### config.mk
export PLATFORM = sky130hd
export DESIGN_NAME = usb_tx_serializer
export DESIGN_NICKNAME = d
export VERILOG_FILES = /design/src/rtl/usb_tx_serializer.sv
export SDC_FILE = /design/constraint.sdc
export NUM_CORES = 1
export LEC_CHECK = 0
export CELL_PAD_IN_SITES_DETAIL_PLACEMENT = 1
export CELL_PAD_IN_SITES_GLOBAL_PLACEMENT = 1
export CORE_MARGIN = 8
export CORE_UTILIZATION = 40
export CTS_CLUSTER_DIAMETER = 150
export DETAILED_ROUTE_END_ITERATION = 8
export PLACE_DENSITY = 0.74
export SYNTH_ARGS = -nofsm -noshare
export SYNTH_HDL_FRONTEND = slang
export SYNTH_SLANG_ARGS = --single-unit
### constraint.sdc
create_clock -name clk -period 2.05 [get_ports clk]
set_clock_uncertainty 0.05 [all_clocks]
set_input_delay 0.3075 -clock clk [delete_from_list [all_inputs] [get_ports clk]]
set_output_delay 0.3075 -clock clk [all_outputs]
set_load 0.01 [all_outputs]
### src/rtl/usb_tx_serializer.sv
// Full-speed USB 1.1 transmit engine: SYNC, PID, payload, CRC16, bit stuffing, NRZI and EOP.
// Optional: define USB_TX_DATA1_EN to accept tx_packet=5 as a DATA1 (PID 0x4B) request.
module usb_tx_serializer #(
    parameter int BIT_PERIOD  = 8,
    parameter int MAX_PAYLOAD = 64
) (
    input  logic       clk,
    input  logic       n_rst,
    input  logic [6:0] buffer_occupancy,
    input  logic [7:0] tx_packet_data,
    input  logic [2:0] tx_packet,
    output logic       get_tx_packet_data,
    output logic       tx_transfer_active,
    output logic       tx_error,
    output logic       dplus_out,
    output logic       dminus_out
);
    localparam int            TW        = (BIT_PERIOD > 1) ? $clog2(BIT_PERIOD) : 1;
    localparam logic [TW-1:0] BIT_LAST  = TW'(BIT_PERIOD - 1);
    localparam logic [6:0]    MAX_BYTES = 7'(MAX_PAYLOAD);

    typedef enum logic [2:0] {IDLE, SYNC, PID, DATA, CRC, EOP_SE0, EOP_J} state_t;

    state_t        state, next_field;
    logic [TW-1:0] timer;
    logic [3:0]    bit_cnt;
    logic [15:0]   shift, load_val, crc;
    logic [2:0]    ones_cnt;
    logic [7:0]    pid, req_pid;
    logic [6:0]    sent_cnt, avail;
    logic          level, next_level, is_data, req_valid, req_data;
    logic          bit_end, stuff_now, field_last, can_load, load_pop, tx_bit, crc_en;

    function automatic logic [15:0] crc_step(input logic [15:0] c, input logic b);
        logic [15:0] r;
        r = {c[14:0], 1'b0};
        if (b ^ c[15]) r = r ^ 16'h8005;
        return r;
    endfunction

    // The shift register sends bit 0 first, so the CRC is loaded reversed to go out MSB first.
    function automatic logic [15:0] reverse16(input logic [15:0] v);
        logic [15:0] r;
        for (int i = 0; i < 16; i++) r[i] = v[15-i];
        return r;
    endfunction

    always_comb begin
        req_valid = 1'b1;
        req_data  = 1'b0;
        req_pid   = 8'h00;
        case (tx_packet)
            3'd1: begin req_data = 1'b1; req_pid = 8'hC3; end
            3'd2: req_pid = 8'hD2;
            3'd3: req_pid = 8'h5A;
            3'd4: req_pid = 8'h1E;
`ifdef USB_TX_DATA1_EN
            3'd5: begin req_data = 1'b1; req_pid = 8'h4B; end
`endif
            default: req_valid = 1'b0;
        endcase
    end

    assign bit_end    = (timer == BIT_LAST);
    assign avail      = (buffer_occupancy > MAX_BYTES) ? MAX_BYTES : buffer_occupancy;
    assign can_load   = (avail != 7'd0) && (sent_cnt < MAX_BYTES);
    assign stuff_now  = (ones_cnt == 3'd6) && (state inside {SYNC, PID, DATA, CRC});
    assign field_last = (state == CRC) ? (bit_cnt == 4'd15) : (bit_cnt == 4'd7);

    // What follows the current field once its last bit has been on the wire.
    always_comb begin
        next_field = state;
        load_val   = shift;
        load_pop   = 1'b0;
        case (state)
            SYNC: begin
                next_field = PID;
                load_val   = {8'h00, pid};
            end
            PID, DATA: begin
                if (state == PID && !is_data) begin
                    next_field = EOP_SE0;
                end else if (can_load) begin
                    next_field = DATA;
                    load_val   = {8'h00, tx_packet_data};
                    load_pop   = 1'b1;
                end else begin
                    next_field = CRC;
                    load_val   = reverse16(~crc);
                end
            end
            CRC:     next_field = EOP_SE0;
            default: next_field = state;
        endcase
    end

    always_comb begin
        tx_bit = 1'b0;
        crc_en = 1'b0;
        if (!stuff_now) begin
            if (field_last) begin
                tx_bit = load_val[0];
                crc_en = (next_field == DATA);
            end else begin
                tx_bit = shift[1];
                crc_en = (state == DATA);
            end
        end
        next_level = tx_bit ? level : ~level;
    end

    // NOTE: every register here is state, so all assignments are non-blocking; combinational helpers live in always_comb.
    always_ff @(posedge clk) begin
        if (!n_rst) begin
            state              <= IDLE;
            timer              <= '0;
            bit_cnt            <= '0;
            shift              <= '0;
            crc                <= 16'hFFFF;
            ones_cnt           <= '0;
            pid                <= '0;
            is_data            <= 1'b0;
            sent_cnt           <= '0;
            level              <= 1'b1;
            get_tx_packet_data <= 1'b0;
            tx_transfer_active <= 1'b0;
            tx_error           <= 1'b0;
            dplus_out          <= 1'b1;
            dminus_out         <= 1'b0;
        end else begin
            get_tx_packet_data <= 1'b0;
            tx_error           <= 1'b0;
            timer              <= bit_end ? '0 : timer + 1'b1;
            case (state)
                IDLE: begin
                    timer <= '0;
                    if (tx_packet != 3'd0) begin
                        if (!req_valid) begin
                            tx_error <= 1'b1;
                        end else begin
                            state              <= SYNC;
                            tx_transfer_active <= 1'b1;
                            pid                <= req_pid;
                            is_data            <= req_data;
                            shift              <= 16'h0080;
                            bit_cnt            <= '0;
                            crc                <= 16'hFFFF;
                            sent_cnt           <= '0;
                            ones_cnt           <= '0;
                            // First SYNC bit is a 0, so the line leaves J for K right away.
                            level              <= 1'b0;
                            dplus_out          <= 1'b0;
                            dminus_out         <= 1'b1;
                        end
                    end
                end
                SYNC, PID, DATA, CRC: begin
                    if (bit_end) begin
                        if (!stuff_now && field_last && next_field == EOP_SE0) begin
                            state      <= EOP_SE0;
                            bit_cnt    <= '0;
                            ones_cnt   <= '0;
                            dplus_out  <= 1'b0;
                            dminus_out <= 1'b0;
                        end else begin
                            level      <= next_level;
                            dplus_out  <= next_level;
                            dminus_out <= ~next_level;
                            ones_cnt   <= tx_bit ? ones_cnt + 1'b1 : 3'd0;
                            if (crc_en) crc <= crc_step(crc, tx_bit);
                            if (!stuff_now) begin
                                if (field_last) begin
                                    state   <= next_field;
                                    shift   <= load_val;
                                    bit_cnt <= '0;
                                    if (load_pop) begin
                                        get_tx_packet_data <= 1'b1;
                                        sent_cnt           <= sent_cnt + 1'b1;
                                    end
                                end else begin
                                    shift   <= shift >> 1;
                                    bit_cnt <= bit_cnt + 1'b1;
                                end
                            end
                        end
                    end
                end
                EOP_SE0: begin
                    if (bit_end) begin
                        if (bit_cnt == 4'd1) begin
                            state      <= EOP_J;
                            level      <= 1'b1;
                            dplus_out  <= 1'b1;
                            dminus_out <= 1'b0;
                        end else begin
                            bit_cnt <= bit_cnt + 1'b1;
                        end
                    end
                end
                EOP_J: begin
                    if (bit_end) begin
                        state              <= IDLE;
                        tx_transfer_active <= 1'b0;
                    end
                end
                default: state <= IDLE;
            endcase
        end
    end
endmodule

==> results of run 1 <==
## through the flow
step | power [mW] | utilization
3_3_place_gp | 4.39 | 0.538
3_5_place_dp | 4.55 | 0.538
5_1_grt | 7.92 | 0.697
4_1_cts | 6.38 | 0.628
2_1_floorplan | 3.19 | -
6_report | 7.80 | 0.697
## cell type report
| class | count | area [sq um] | share of cell area |
|---|---|---|---|
| flip-flops and latches | 66 | 1340 | 0.219 |
| inverters | 14 | 57.6 | 0.00943 |
| well taps | 108 | 135 | 0.0221 |
| clock inverters | 6 | 67.6 | 0.0111 |
| multi-input cells | 359 | 2880 | 0.471 |
| repair buffers | 167 | 1510 | 0.247 |
| clock buffers | 9 | 124 | 0.0203 |
## cells by family after synthesis
group                    Yosys count  share of synthesized area
AND/OR/NAND/NOR                  185                      0.262
AO/OA/AOI/OAI                    159                      0.279
flip-flops                        66                      0.364
buffers and inverters             40                     0.0514
adder cells (fa/ha/maj)            7                     0.0241
multiplexers                       5                     0.0152
XOR/XNOR                           2                    0.00483
## routing by layer
metal / GRT usage / wire, um / vias up
met5: 0 / 0 / -
met3: 0.0584 / 2390 / 184
met1: 0.318 / 8740 / 2516
met4: 0.170 / 2030 / 0
li1: - / - / 2028
met2: 0.482 / 10800 / 449
## worst max-delay path: stages (launching register included)
cell	delay (ns)
dfxtp_4	0.39
nor3b_4	0.31
buf_4	0.20
mux2i_1	0.22
or4_4	0.60
buf_4	0.20
o22ai_2	0.15
a21oi_1	0.07
a211oi_1	0.28
## cell usage in the layout (no fill, tap or decap), drive strengths merged, types with 3 or more instances in the layout
master         count
or3               10
clkinv             3
o32ai              3
o21a               5
ha                 7
mux2i              4
clkbuf             9
a32oi              6
clkdlybuf4s50     24
a211oi            10
or4                6
o22ai             10
and2               5
nand2b             7
buf              143
nor3              23
nor2              54
and3               3
a22oi              3
nor4               6
nand3             12
a21o               4
inv               14
o31ai              4
o21ai             52
a21oi             42
dfxtp             66
o211ai             5
or2                5
nor3b              4
nand4              7
nand2             35
## state kept, by name, indices dropped and copies added (netlist names), 3 cells and up
name / count
pid: 7
ones_cnt: 3
shift: 16
timer: 3
sent_cnt: 7
state: 3
crc: 16
bit_cnt: 4
## power groups by stage
stage | registers, mW | logic [mW] | clock network, mW
after floorplan | 1.62 | 1.57 | 0
after global placement | 1.65 | 2.74 | 0
after detailed placement | 1.66 | 2.89 | 0
after CTS | 1.66 | 3.57 | 1.15
after global routing | 1.74 | 4.94 | 1.24
final | 1.75 | 4.85 | 1.21
## what timing repair did
action                     in CTS  in global routing
hold buffers                    0                  0
gates cloned                    2                  0
setup endpoints to repair      54                 57
buffers inserted               24                 21
pin swaps                      47                 49
hold endpoints to repair        0                  0
resized for setup             113                108
## worst min-delay path by stage
stage | startpoint | endpoint | depth (start not counted)
after floorplan | timer[0] | timer[0] | 1
after global placement | timer[0] | timer[0] | 1
after detailed placement | timer[0] | timer[0] | 1
after CTS | timer[0] | timer[0] | 1
after global routing | timer[0] | timer[0] | 1
final | timer[0] | timer[0] | 1
==> summary.txt, run 1 <==
Area Growth Syn to Fin -> 68.2%
Setup WS pre-CTS -> -0.504 ns
clock tree from TritonCTS -> done
R2R Setup Slk -> -0.52 ns
remaining global-route overflow -> 0
placed cell areas -> 4710 sq um
I/O pin count -> 25
FMAX -> 388 MHz
effective utilization at floorplan -> 0.414
Clock power frac -> 0.155
Clock Sinks -> 66
GR Util All Layers -> 0.283
type of the worst min-delay path -> reg -> reg
max-cap violations -> 0
worst vdd ir -> 0.637 mV
Worst Reg-to-Reg Cells -> 8
layout cells sized above 1 -> 0.494
row cnt -> 34
Crit. End Element -> flop
register area share after synthesis -> 0.364
maximum root-to-sink buffer count -> 2
Data required, critical path -> 2.27 ns
arrival time worst endpoint -> 2.79 ns
Layout Cells excl Fill -> 729
Post-synth ARST share -> 0
cell area after layout -> 6100 sq um
Detailed Route WL -> 24000 um
drt via density -> 7.10
Min Hold Slack -> 0.428 ns
largest cells by area after synthesis -> dfxtp_1 (36%), a21oi_1 (5.8%), nor2_1 (5.6%), o21ai_0 (5.5%), nand2_1 (3.6%)
Ant. Diodes -> 0
initial antenna violation count -> 0
Port Buffers -> 24
Critical path origin -> state[0]
Avg WL per Cell -> 32.9 um
worst-skew pair later-pin latency -> 0.38 ns
wire length of the first global-routing pass -> 28400 um
DR DRC count -> 0
Lkg Pwr -> 2.23 nW
Setup crit end -> shift[2]
share of the synthesized area in the top cell type -> 0.364
Reg power frac -> 0.224
Slew @ Worst Pin -> 0.660 ns
routed vias -> 5177
final hold vios -> 0
PwrDens -> 1280 nW/um^2
Synth Register Bits -> 66
dpl hpwl -> 10000 um
Syn Nets -> 491
combinational share of power -> 0.621
Final min period -> 2.57 ns
DP Cell Count -> 672
synthesized area -> 3630 sq um
R2R Path Start -> state[0]
Avg Cell Area, Syn -> 7.82 sq um
Layout Nets -> 644
switching power -> 3.73 mW
Commonest cells post-synth -> dfxtp_1 (66), nor2_1 (54), a21oi_1 (42)
largest net degree at the start of global routing -> 36
Die Wd -> 111 um
cts bufs inserted -> 9
yosys warns -> 0
worst-path fanout max -> 7
Root Buffer -> clkbuf_8
ratio of final minimum period to clock period -> 1.26
DR iter-0 viols -> 650
cell with the most instances after synthesis -> dfxtp_1
drt pass-1 iters -> 5
H-tree Lvls -> 3
Yosys top cell by area -> dfxtp_1
final setup margin -> -0.524 ns
number of global-route vias before repair -> 5088
setup_tns -> -15.07 ns
max-slew violations -> 0
r2r endpoint -> shift[2]
crit start category -> flop
worst rel slew slack -> 0.547
GP Congestion -> 0.860
FILL cells -> 946
failing checks -> setup timing
Setup-failing EPs final -> 56
most used flip-flop cell after synthesis -> dfxtp_1
Switching Fraction -> 0.478
RSZ-0062 raised after global routing -> true
remaining antenna violation count -> 0
cell-internal power -> 4.08 mW
clock transition at the registers of the reported paths -> 0.09 ns
Synth cell types -> 64
full die area -> 12400 sq um
status -> complete, but fails checks
number of synthesized flops with an enable pin -> 0
post-synthesis instance total -> 464
die height -> 111 um
kind of critical path -> reg -> reg
core area -> 8760 sq um
Power figures use the tool's default switching activity.
==> inputs of run 2 (changes only) <==
- CORE_UTILIZATION: 40 -> 44
- PLACE_DENSITY: 0.74 -> 0.78
- clock period: 2.05 -> 2.6 ns (I/O delays scaled with it)
==> run 2 against run 1 <==
Against the previous run:
- the run now ends clean
- total power down 48%
- wire length decreased by 51%
- die area fell by 7.8%
- clock power is 26% lower
- cell count decreased by 14%
- largest cell class unchanged
==> summary.txt, run 2 (synthesis results as in run 1) <==
Area Growth Syn to Fin -> 21.7%
Setup WS pre-CTS -> -0.130 ns (+0.375 ns)
largest net degree at the start of global routing -> 36 (unchanged)
clock transition at the registers of the reported paths -> 0.08 ns (about the same)
crit start category -> flop
worst-skew pair later-pin latency -> 0.34 ns (-0.04 ns)
hold buffers post-CTS -> 0 (unchanged)
Final min period -> 2.47 ns (-0.101 ns)
cts bufs inserted -> 9 (unchanged)
DR iter-0 viols -> 142 (-78%)
GP Congestion -> 0.903 (+5.1%)
kind of critical path -> reg -> reg
drt via density -> 6.06 (-15%)
arrival time worst endpoint -> 2.68 ns (-0.11 ns)
most common cell after layout, fill and taps aside -> dfxtp_1
crit path buf inv count -> 0 (-2)
H-tree Lvls -> 3 (unchanged)
R2R Path Start -> bit_cnt[0]
maximum root-to-sink buffer count -> 2 (unchanged)
GR Util All Layers -> 0.212 (-0.0710)
PwrDens -> 924 nW/um^2 (-28%)
Critical path origin -> bit_cnt[0]
Data required, critical path -> 2.80 ns (+0.53 ns)
final hold vios -> 0 (unchanged)
final setup margin -> 0.127 ns (+0.651 ns)
Die Wd -> 107 um (-4.0%)
Root Buffer -> clkbuf_8
Layout Nets -> 541 (-16%)
dpl hpwl -> 8530 um (-15%)
Clock Sinks -> 66 (unchanged)
Layout Cells excl Fill -> 624 (-14%)
number of global-route vias before repair -> 3982 (-22%)
remaining global-route overflow -> 0 (unchanged)
Largest regs -> crc: 16 flops, shift: 16 flops
FILL cells -> 1025 (+8.4%)
Slowest cell on crit path -> or4_1
DP Cell Count -> 606 (-9.8%)
Crit. End Element -> flop
crit-path cells -> ha_2 -> nand3b_1 -> mux2_4 -> or4_1 -> o21ai_2 -> nor4_1 -> a211oi_1
Slew @ Worst Pin -> 0.470 ns (-0.190 ns)
initial antenna violation count -> 0 (unchanged)
FMAX -> 404 MHz (+4.1%)
Detailed Route WL -> 11700 um (-51%)
worst vdd ir -> 0.337 mV (-47%)
full die area -> 11400 sq um (-7.8%)
die height -> 107 um (-4.0%)
RSZ-0062 raised after global routing -> true
routed vias -> 3784 (-27%)
Port Buffers -> 24 (unchanged)
register area -> 1320 sq um (-1.1%)
Util after Layout -> 0.545 (-0.151)
type of the worst min-delay path -> reg -> reg
most frequent cells in the layout -> dfxtp_1 (64), nor2_1 (54), a21oi_1 (42)
Avg WL per Cell -> 18.7 um (-43%)
effective utilization at floorplan -> 0.448 (+0.0343)
Lkg Pwr -> 1.55 nW (-30%)
clock tree from TritonCTS -> done
status -> complete, no violations
Largest stage delay, worst path -> 0.54 ns (-0.06 ns)
drt pass-1 iters -> 4 (-1)
remaining antenna violation count -> 0 (unchanged)
core area -> 8090 sq um (-7.7%)
max-slew violations -> 0 (unchanged)
Ant. Diodes -> 0 (unchanged)
Min Hold Slack -> 0.414 ns (-0.0139 ns)
worst rel slew slack -> 0.684 (+0.136)
worst-path fanout max -> 9 (+2)
wire length of the first global-routing pass -> 19900 um (-30%)
Crit path max-delay family -> simple AND/OR/NAND/NOR gates
Multi-input gate area -> 2150 sq um (-25%)
layout cells sized above 1 -> 0.158 (-0.336)
row cnt -> 33 (-2.9%)
Min-Delay Startpoint -> pid[7]
max-cap violations -> 0 (unchanged)
Setup-failing EPs final -> 0 (-100%)
DR DRC count -> 0 (unchanged)
I/O pin count -> 25 (unchanged)
ratio of final minimum period to clock period -> 0.951 (-0.305)
[run 2: final cells by class]
cell class	count	share of cell area
Multi-Input combinational cell	358	0.488
Sequential cell	66	0.300
Timing Repair Buffer	65	0.125
Tap cell	105	0.0298
Clock buffer	9	0.0281
Clock inverter	7	0.0176
Inverter	14	0.0119
[run 2: worst min-delay path, delay by kind of cell, from the launching register on]
| family | cells | cell delay (ns) |
|---|---|---|
| DFF | 1 | 0.31 |
| buffers and inverters | 1 | 0.05 |
| AOI/OAI and AO/OA | 1 | 0.05 |
[run 2: worst paths after layout]
path	to	slack, ns	cells past startpoint
max	crc[15]	0.13	7
min	pid[7]	0.41	2
max reg2reg	crc[15]	0.13	7
min reg2reg	pid[7]	0.41	2
[run 2: through the flow]
step / setup TNS, ns / area [sq um] / total power [mW]
2_1_floorplan: 0 / 3630 / 2.46
3_3_place_gp: -0.0860 / 4160 / 3.08
3_5_place_dp: -0.654 / 4160 / 3.15
4_1_cts: 0 / 4360 / 4.05
5_1_grt: -0.00338 / 4410 / 4.35
6_report: 0 / 4410 / 4.08
[run 2: routing by layer]
metal,global-route usage,part of all wire
met1,0.265,0.46
met2,0.359,0.48
met3,0.0354,0.038
met4,0.0784,0.020
met5,0,0
[run 2: repair_timing]
item,CTS,global route
endpoints found under the setup margin,0,16
endpoints found under the hold margin,0,0
gates resized for setup,0,10
setup buffers,0,2
[run 2: report_power, final]
group,switching [mW],internal (mW)
combinational,1.16,0.734
sequential,0.124,1.17
clock,0.447,0.450
==> inputs of run 3 (changes only) <==
- SKIP_LAST_GASP: unset -> 1
==> run 3 against run 2 <==
Against the previous run:
- design area about the same
- critical path depth unchanged
- register-to-register slack about the same
- core utilization about the same
- first-iteration DRC count up 19%
- via count down 0.24%
==> summary.txt, run 3 (synthesis results as in run 1) <==
worst rel slew slack -> 0.682 (-0.00165)
Avg WL per Cell -> 18.7 um (+0.15%)
routed vias -> 3775 (-0.24%)
full die area -> 11400 sq um (unchanged)
register area -> 1320 sq um (unchanged)
arrival time worst endpoint -> 2.68 ns (about the same)
drt pass-1 iters -> 4 (unchanged)
I/O pin count -> 25 (unchanged)
drt via density -> 6.05 (-0.24%)
die height -> 107 um (unchanged)
crit start category -> flop
grt met2 use -> 0.359 (unchanged)
R2R Path Start -> bit_cnt[0]
cell area after layout -> 4410 sq um (about the same)
DP Cell Count -> 606 (unchanged)
kind of critical path -> reg -> reg
Largest regs -> crc: 16 flops, shift: 16 flops
status -> complete, no violations
largest net degree at the start of global routing -> 36 (unchanged)
clock transition at the registers of the reported paths -> 0.08 ns (about the same)
most common cell after layout, fill and taps aside -> dfxtp_1
Die Wd -> 107 um (unchanged)
Area Growth Syn to Fin -> 21.6% (about the same)
Min-Delay Startpoint -> pid[7]
PwrDens -> 924 nW/um^2 (about the same)
core area -> 8090 sq um (unchanged)
Reg power frac -> 0.316 (about the same)
placed cell areas -> 4160 sq um (unchanged)
combinational share of power -> 0.463 (about the same)
ratio of final minimum period to clock period -> 0.950 (about the same)
Layout Nets -> 541 (unchanged)
crit-path cells -> ha_2 -> nand3b_1 -> mux2_4 -> or4_1 -> o21ai_2 -> nor4_1 -> a211oi_1
GR peak layer -> met2
Min Hold Slack -> 0.414 ns (+0.0000180 ns)
remaining antenna violation count -> 0 (unchanged)
r2r endpoint -> crc[15]
FILL cells -> 1026 (+0.098%)
Data required, critical path -> 2.81 ns (about the same)
wire length of the first global-routing pass -> 19900 um (unchanged)
final hold vios -> 0 (unchanged)
max-cap violations -> 0 (unchanged)
FMAX -> 405 MHz (about the same)
effective utilization at floorplan -> 0.448 (unchanged)
Switching Fraction -> 0.425 (+0.000964)
maximum root-to-sink buffer count -> 2 (unchanged)
Clock power frac -> 0.221 (about the same)
initial antenna violation count -> 0 (unchanged)
Worst Reg-to-Reg Cells -> 7 (unchanged)
type of the worst min-delay path -> reg -> reg
Hold Path Cell Cnt -> 2 (unchanged)
most frequent cells in the layout -> dfxtp_1 (64), nor2_1 (54), a21oi_1 (42)
worst-path fanout max -> 9 (unchanged)
Clock Sinks -> 66 (unchanged)
Slew @ Worst Pin -> 0.472 ns (+0.00246 ns)
max-slew violations -> 0 (unchanged)
DR DRC count -> 0 (unchanged)
GRT met1 Usage -> 0.265 (unchanged)
cell-internal power -> 2.34 mW (-0.23%)
layout cells sized above 1 -> 0.158 (unchanged)
Port Buffers -> 24 (unchanged)
worst vdd ir -> 0.336 mV (about the same)
Setup-failing EPs final -> 0 (unchanged)
Multi-input gate area -> 2150 sq um (unchanged)
Layout Cells excl Fill -> 624 (unchanged)
number of global-route vias before repair -> 3982 (unchanged)
switching power -> 1.73 mW (+0.17%)
Root Buffer -> clkbuf_8
Slowest cell on crit path -> or4_1
GP Congestion -> 0.903 (unchanged)
Ant. Diodes -> 0 (unchanged)
H-tree Lvls -> 3 (unchanged)
GR Util All Layers -> 0.212 (unchanged)
DR iter-0 viols -> 169 (+19%)
RSZ-0062 raised after global routing -> true
worst-skew pair later-pin latency -> 0.34 ns (about the same)
setup_tns -> 0 ns (unchanged)
remaining global-route overflow -> 0 (unchanged)
dpl hpwl -> 8530 um (unchanged)
row cnt -> 33 (unchanged)
Crit. End Element -> flop
Final min period -> 2.47 ns (-0.00185 ns)
clock tree from TritonCTS -> done
R2R Setup Slk -> 0.13 ns (about the same)
Detailed Route WL -> 11700 um (+0.15%)
Lkg Pwr -> 1.55 nW (about the same)
Global Route met3 Usage -> 0.0354 (unchanged)
Largest stage delay, worst path -> 0.54 ns (about the same)
cts bufs inserted -> 9 (unchanged)
Worst Hold End -> pid[7]
==> run 3: metrics by stage <==
step	worst slack [ns]	util	total power, mW
CTS	0.0382	0.539	4.05
global route	-0.0252	0.545	4.34
global placement	-0.0460	0.514	3.08
finish	0.129	0.545	4.08
floorplan	0.346	-	2.46
detailed placement	-0.130	0.514	3.15
==> run 3: how the worst max path moves through the flow <==
stage / from / endpoint / slack [ns] / cells past startpoint
after floorplan: state[0] / crc[10] / 0.35 / 9
after global placement: buffer_occupancy[3] / crc[2] / -0.05 / 8
after detailed placement: buffer_occupancy[3] / crc[15] / -0.13 / 8
after CTS: bit_cnt[0] / crc[15] / 0.04 / 7
after global routing: state[0] / crc[15] / -0.03 / 9
final: bit_cnt[0] / crc[15] / 0.13 / 7
==> run 3: final cells by class <==
type                       count  area share
clock buffer                   9      0.0281
timing repair buffer          65       0.124
tap                          105      0.0298
multi-input combinational    358       0.488
sequential                    66       0.300
inverter                      14      0.0119
clock inverter                 7      0.0176
==> run 3: what timing repair did <==
action | 4_1_cts | 5_1_grt
setup endpoints to repair | 0 | 16
gates resized for setup | 0 | 9
buffers inserted | 0 | 2
hold endpoints to repair | 0 | 0
hold buffers | 0 | 0
==> run 3: power groups by stage <==
| stage | Clock, mW | Combinational (mW) | Sequential [mW] |
|---|---|---|---|
| after floorplan | 0 | 1.18 | 1.27 |
| after CTS | 0.911 | 1.86 | 1.29 |
| after global placement | 0 | 1.78 | 1.30 |
| final | 0.899 | 1.89 | 1.29 |
| after detailed placement | 0 | 1.84 | 1.31 |
| after global routing | 0.955 | 2.08 | 1.31 |
==> run 3: per-layer routing <==
layer	wire length, um	vias up
met5	0	-
met4	236	0
met3	441	19
met2	5590	82
met1	5410	1859
li1	-	1815
==> run 3: critical path, delay by kind of cell (launching register included) <==
kind / cells / cell delay (ns)
AO/OA/AOI/OAI: 2 / 0.46
flip-flops: 1 / 0.41
multiplexers: 1 / 0.39
adder cells (fa/ha/maj): 1 / 0.26
AND/OR/NAND/NOR: 3 / 0.82
